--- config.mk ---
export PLATFORM = sky130hd
export DESIGN_NAME = sram_req_arbiter
export DESIGN_NICKNAME = d
export VERILOG_FILES = /design/src/rtl/sram_req_arbiter.sv
export SDC_FILE = /design/constraint.sdc
export NUM_CORES = 1
export LEC_CHECK = 0
export ABC_CLOCK_PERIOD_IN_PS = 2170
export BUFFER_PORTS_ARGS = -buffer_cell sky130_fd_sc_hd__buf_2
export CAP_MARGIN = 20
export CORE_AREA = 2 2 120 122
export CTS_BUF_LIST = sky130_fd_sc_hd__clkbuf_8
export DETAILED_ROUTE_END_ITERATION = 8
export DIE_AREA = 0 0 122 124
export HOLD_SLACK_MARGIN = 0.1
export PLACE_DENSITY = 0.51
export SYNTH_ARGS = -nofsm -noshare
export SYNTH_HDL_FRONTEND = slang
export SYNTH_SLANG_ARGS = --single-unit
--- constraint.sdc ---
create_clock -name clk -period 2.17 [get_ports clk]
set_input_delay 0.434 -clock clk [delete_from_list [all_inputs] [get_ports clk]]
set_output_delay 0.434 -clock clk [all_outputs]
set_load 0.01 [all_outputs]
--- src/rtl/sram_req_arbiter.sv ---
// Arbitrates two SRAM-like requesters (inst, data) onto one downstream bus and routes responses in order.
// Optional macro ARB_ROUND_ROBIN_EN selects round-robin tie breaking; default build gives data fixed priority.
module sram_req_arbiter #(
  parameter int OUTSTANDING = 2
) (
  input  logic        clk,
  input  logic        reset,
  input  logic        inst_req,
  input  logic        inst_wr,
  input  logic [1:0]  inst_size,
  input  logic [31:0] inst_addr,
  input  logic [31:0] inst_wdata,
  output logic        inst_addr_ok,
  output logic        inst_data_ok,
  output logic [31:0] inst_rdata,
  input  logic        data_req,
  input  logic        data_wr,
  input  logic [1:0]  data_size,
  input  logic [31:0] data_addr,
  input  logic [31:0] data_wdata,
  output logic        data_addr_ok,
  output logic        data_data_ok,
  output logic [31:0] data_rdata,
  output logic        bus_req,
  output logic        bus_wr,
  output logic [1:0]  bus_size,
  output logic [31:0] bus_addr,
  output logic [31:0] bus_wdata,
  input  logic        bus_addr_ok,
  input  logic        bus_data_ok,
  input  logic [31:0] bus_rdata,
  output logic        busy
);

  localparam int PW = (OUTSTANDING > 2) ? 2 : 1;
  localparam int CW = $clog2(OUTSTANDING + 1);
  localparam logic [CW-1:0] FULL_CNT = CW'(OUTSTANDING);
  localparam logic [PW-1:0] LAST_PTR = PW'(OUTSTANDING - 1);

  logic [OUTSTANDING-1:0] id_fifo;
  logic [PW-1:0]          wr_ptr;
  logic [PW-1:0]          rd_ptr;
  logic [CW-1:0]          count;
  logic                   locked;
  logic                   lock_id;
  logic                   tie_id;
  logic                   sel;
  logic                   sel_req;
  logic                   full;
  logic                   push;
  logic                   pop;
  logic                   head_id;

  function automatic logic [PW-1:0] next_ptr(input logic [PW-1:0] p);
    return (p == LAST_PTR) ? '0 : p + PW'(1);
  endfunction

`ifdef ARB_ROUND_ROBIN_EN
  logic last_id;

  // last_id = 0 means inst was served last, so data wins the first tie
  always_ff @(posedge clk or posedge reset) begin
    if (reset) begin
      last_id <= 1'b0;
    end else if (push) begin
      last_id <= sel;
    end
  end

  assign tie_id = ~last_id;
`else
  assign tie_id = 1'b1;
`endif

  // A stalled request keeps the grant so the bus fields never change mid-request
  always_comb begin
    sel = 1'b0;
    if (locked) begin
      sel = lock_id;
    end else if (inst_req && data_req) begin
      sel = tie_id;
    end else begin
      sel = data_req;
    end
  end

  assign sel_req   = sel ? data_req : inst_req;
  assign full      = (count == FULL_CNT);
  assign bus_req   = sel_req & ~full & ~reset;
  assign bus_wr    = sel ? data_wr    : inst_wr;
  assign bus_size  = sel ? data_size  : inst_size;
  assign bus_addr  = sel ? data_addr  : inst_addr;
  assign bus_wdata = sel ? data_wdata : inst_wdata;

  assign push         = bus_req & bus_addr_ok;
  assign inst_addr_ok = push & ~sel;
  assign data_addr_ok = push & sel;

  // Responses with nothing outstanding (e.g. left over from before a reset) are dropped
  assign pop          = bus_data_ok & (count != '0);
  assign head_id      = id_fifo[rd_ptr];
  assign inst_data_ok = pop & ~head_id;
  assign data_data_ok = pop & head_id;
  assign inst_rdata   = bus_rdata;
  assign data_rdata   = bus_rdata;
  assign busy         = (count != '0);

  always_ff @(posedge clk or posedge reset) begin
    if (reset) begin
      id_fifo <= '0;
      wr_ptr  <= '0;
      rd_ptr  <= '0;
      count   <= '0;
      locked  <= 1'b0;
      lock_id <= 1'b0;
    end else begin
      locked  <= bus_req & ~bus_addr_ok;
      lock_id <= sel;
      if (push) begin
        id_fifo[wr_ptr] <= sel;
        wr_ptr          <= next_ptr(wr_ptr);
      end
      if (pop) begin
        rd_ptr <= next_ptr(rd_ptr);
      end
      case ({push, pop})
        2'b10:   count <= count + CW'(1);
        2'b01:   count <= count - CW'(1);
        default: count <= count;
      endcase
    end
  end

endmodule

==> results.py <==
metrics = {
    "synthesis": {
        "synth-main-ff-cell": "dfrtp_1",
        "yosys-top-cells-area": "nand2_1 (44%), buf_4 (28%), dfrtp_1 (11%), buf_2 (2.0%), xnor2_1 (2.0%)",
        "netlist_top_cells_count": "nand2_1 (206), buf_4 (65), dfrtp_1 (8)",
        "yosys.area.top_type_share_pct": 43.80,
        "synth_area_sq_um": 1765,
        "synth-edff-count": 0,
        "yosysTopAreaCell": "nand2_1",
        "synth.net_count": 498,
        "yosysMostFrequentCell": "nand2_1",
        "netlist_instances": 325,
        "ys_warn_count": 0,
        "synth.avg_cell_area_sq_um": 5.432,
        "ys_seq_area_share_pct": 11.34,
        "synthArstFlopShare_pct": 100.0,
        "synth_cell_types": 26,
        "synth_seq_cells": 8,
    },
    "placement": {
        "portBuffers": 212,
        "dp_hpwl_um": 6083,
        "place_ws_ps": 130.3,
        "gp_congestion": 0.7814,
    },
    "worst_setup_path": {
        "worstPathRequired_ps": 1740,
        "path_class": "register to primary output",
        "cp_max_fo": 25,
        "crit_arrival_ps": 1670,
        "ff2ff_setup_slack_ps": 370,
        "startpoint_type": "register",
        "cp-end-kind": "primary output",
    },
    "die": {
        "rows": 43,
        "ios": 309,
        "initial_core_util_pct": 12.87,
        "fp.dieH_um": 124,
        "core_area_sq_um": 13720,
        "die_w_um": 122,
        "dieArea_sq_um": 15130,
    },
    "global_route": {
        "grtUsageMet3_pct": 1.877,
        "met1_usage_pct": 8.627,
        "grt_pass1_wl_um": 9708,
        "globalRouteTotalUtil_pct": 8.082,
        "first_global_vias": 2106,
        "grt_max_degree": 52,
        "grtUsageMet2_pct": 15.01,
        "busiest_layer": "met2",
        "antenna_found_initial": 0,
        "grt_overflow_total": 0,
    },
    "clock_network": {
        "cts_buffers": 3,
        "h-tree-depth": 1,
        "cts_tree": "built",
        "cts-root-buf": "clkbuf_8",
        "clk_path_buf_depth": 2,
        "clock-sinks": 8,
        "postCtsSetupRepairBufs": 0,
        "holdBufCountCts": 0,
        "clk_pin_slew_worst_paths_ps": 40,
        "clk-insertion-delay-late_ps": 230,
    },
    "timing": {
        "report.final.hold_viol_count": 0,
        "min_period_ps": 2106,
        "drv_slew": 0,
        "fin_setup_tns_ps": 0,
        "worstMarginPinSlew_ps": 277.0,
        "setup_viol": 0,
        "fin_crit_sh_pct": 97.06,
        "clock.fmax_mhz": 474.8,
        "slew_headroom_pct": 81.14,
        "rsz0062_at_grt": "true",
        "skew_ps": 2.949,
        "setup_slack_ps": 63.71,
        "whs_ps": 203.8,
    },
    "power": {
        "combPwrFrac_pct": 68.3,
        "switchingPower_uw": 664.1,
        "p_sw_share_pct": 45.52,
        "p_per_area_nw_per_um2": 554.7,
        "vdd_drop_max_uv": 207.3,
        "p_leak_uw": 0.001705,
        "cell_internal_pwr_uw": 794.8,
        "pwr-share-clk_pct": 12.6,
        "pwr-share-seq_pct": 19.1,
        "p_total_uw": 1459,
    },
    "route": {
        "drt_iter0_markers": 70,
        "vias": 2343,
        "ant_nets": 0,
        "remaining_drc_errors": 0,
        "drt_pass1_iterations": 4,
        "via_per_inst": 3.621,
        "wl_um": 7051,
        "avgRoutedWirePerCell_um": 10.90,
    },
    "finish": {
        "area_growth_pct": 48.97,
        "drive_above_1_share_pct": 48.39,
        "layout.nets": 642,
        "multi_input_area_sq_um": 1011,
        "n_antenna_cell": 0,
        "seq_area_sq_um": 200.2,
        "n_fill_cell": 1618,
    },
    "job": {
        "cap_violations": 0,
    },
    "status": {
        "outcome": "finished, final reports clean",
    },
    "min_path": {
        "hp-class": "primary input to asynchronous set/reset pin",
    },
}
==> what timing repair did <==
action                                 in CTS  in global routing
gates resized for setup                     1                  2
setup endpoints to repair                  28                  1
endpoints found under the hold margin       0                  0
==> metrics by stage <==
stage	std cells	cell area, sq um	utilization [%]
4_1_cts	647	2625	19.13
6_report	647	2630	19.17
5_1_grt	647	2630	19.17
3_3_place_gp	644	2581	18.81
2_1_floorplan	325	1765	-
3_5_place_dp	644	2581	18.81
==> critical path, cell delays in order (launching register included) <==
cell	delay [ps]
dfrtp_1	410
mux2i_4	360
inv_6	140
buf_12	180
nor2_1	150
nor3_1	60
buf_2	140
==> cell families after synthesis <==
kind of cell / after synthesis / synth area share (%)
compound gates: 5 / 2.551
mux: 2 / 1.843
simple gates: 223 / 49.54
buf+inv: 81 / 31.54
flops: 8 / 11.34
fa+ha+maj: 1 / 0.7086
xor+xnor: 5 / 2.480
==> sequential cells by signal, summed over array words and instances (netlist names) <==
signal	cells
locked	1
count	2
id_fifo	2
wr_ptr	1
rd_ptr	1
lock_id	1
==> cell type report <==
cell class                 instances  area share (%)
clock buffer                       3           1.570
inverter                           3          0.6185
multi-input combinational        236           38.44
sequential                         8           7.612
tap                              180           8.563
timing repair buffer             217           43.20
==> power groups by stage <==
stage	Sequential [uW]	Combinational [uW]	Clock (uW)
2_1_floorplan	266	693	0
3_3_place_gp	281	1010	0
3_5_place_dp	281	1010	0
4_1_cts	279	1020	186
5_1_grt	292	1130	196
6_report	279	997	183
==> worst paths after layout <==
kind                             start       end  cells after the start
max in group asynchronous        reset  count[0]                      3
min in group clk           bus_addr_ok    locked                      2
max                             locked   bus_req                      6
min reg2reg                     rd_ptr    rd_ptr                      1
min                              reset    locked                      3
max reg2reg                     locked  count[1]                      6
==> layer usage <==
layer	routed length [um]	share of wire (%)
met1	2500	35
met2	3466	49
met3	804	11
met4	280	4.0
met5	0	0
==> layout by cell type (no fill, tap or decap) <==
cell and instances:
nand3_1 1, and3_1 1, mux2i_4 1, nor4_2 1, ha_1 1, xor2_1 1, dfrtp_1 8, nand2b_1 3
o2111ai_2 1, nor2_1 5, nand2_2 1, xnor2_1 4, inv_6 1, clkbuf_8 3, buf_2 212, and3b_1 1
nand2_1 205, o31ai_1 1, nor3_1 1, mux2i_1 1, nor2b_1 2, or2_2 1, o41ai_1 2, buf_12 3
buf_4 2, nand3b_1 1, o21ai_1 1, inv_1 2
Note: power is estimated with default switching activity, not from simulation.
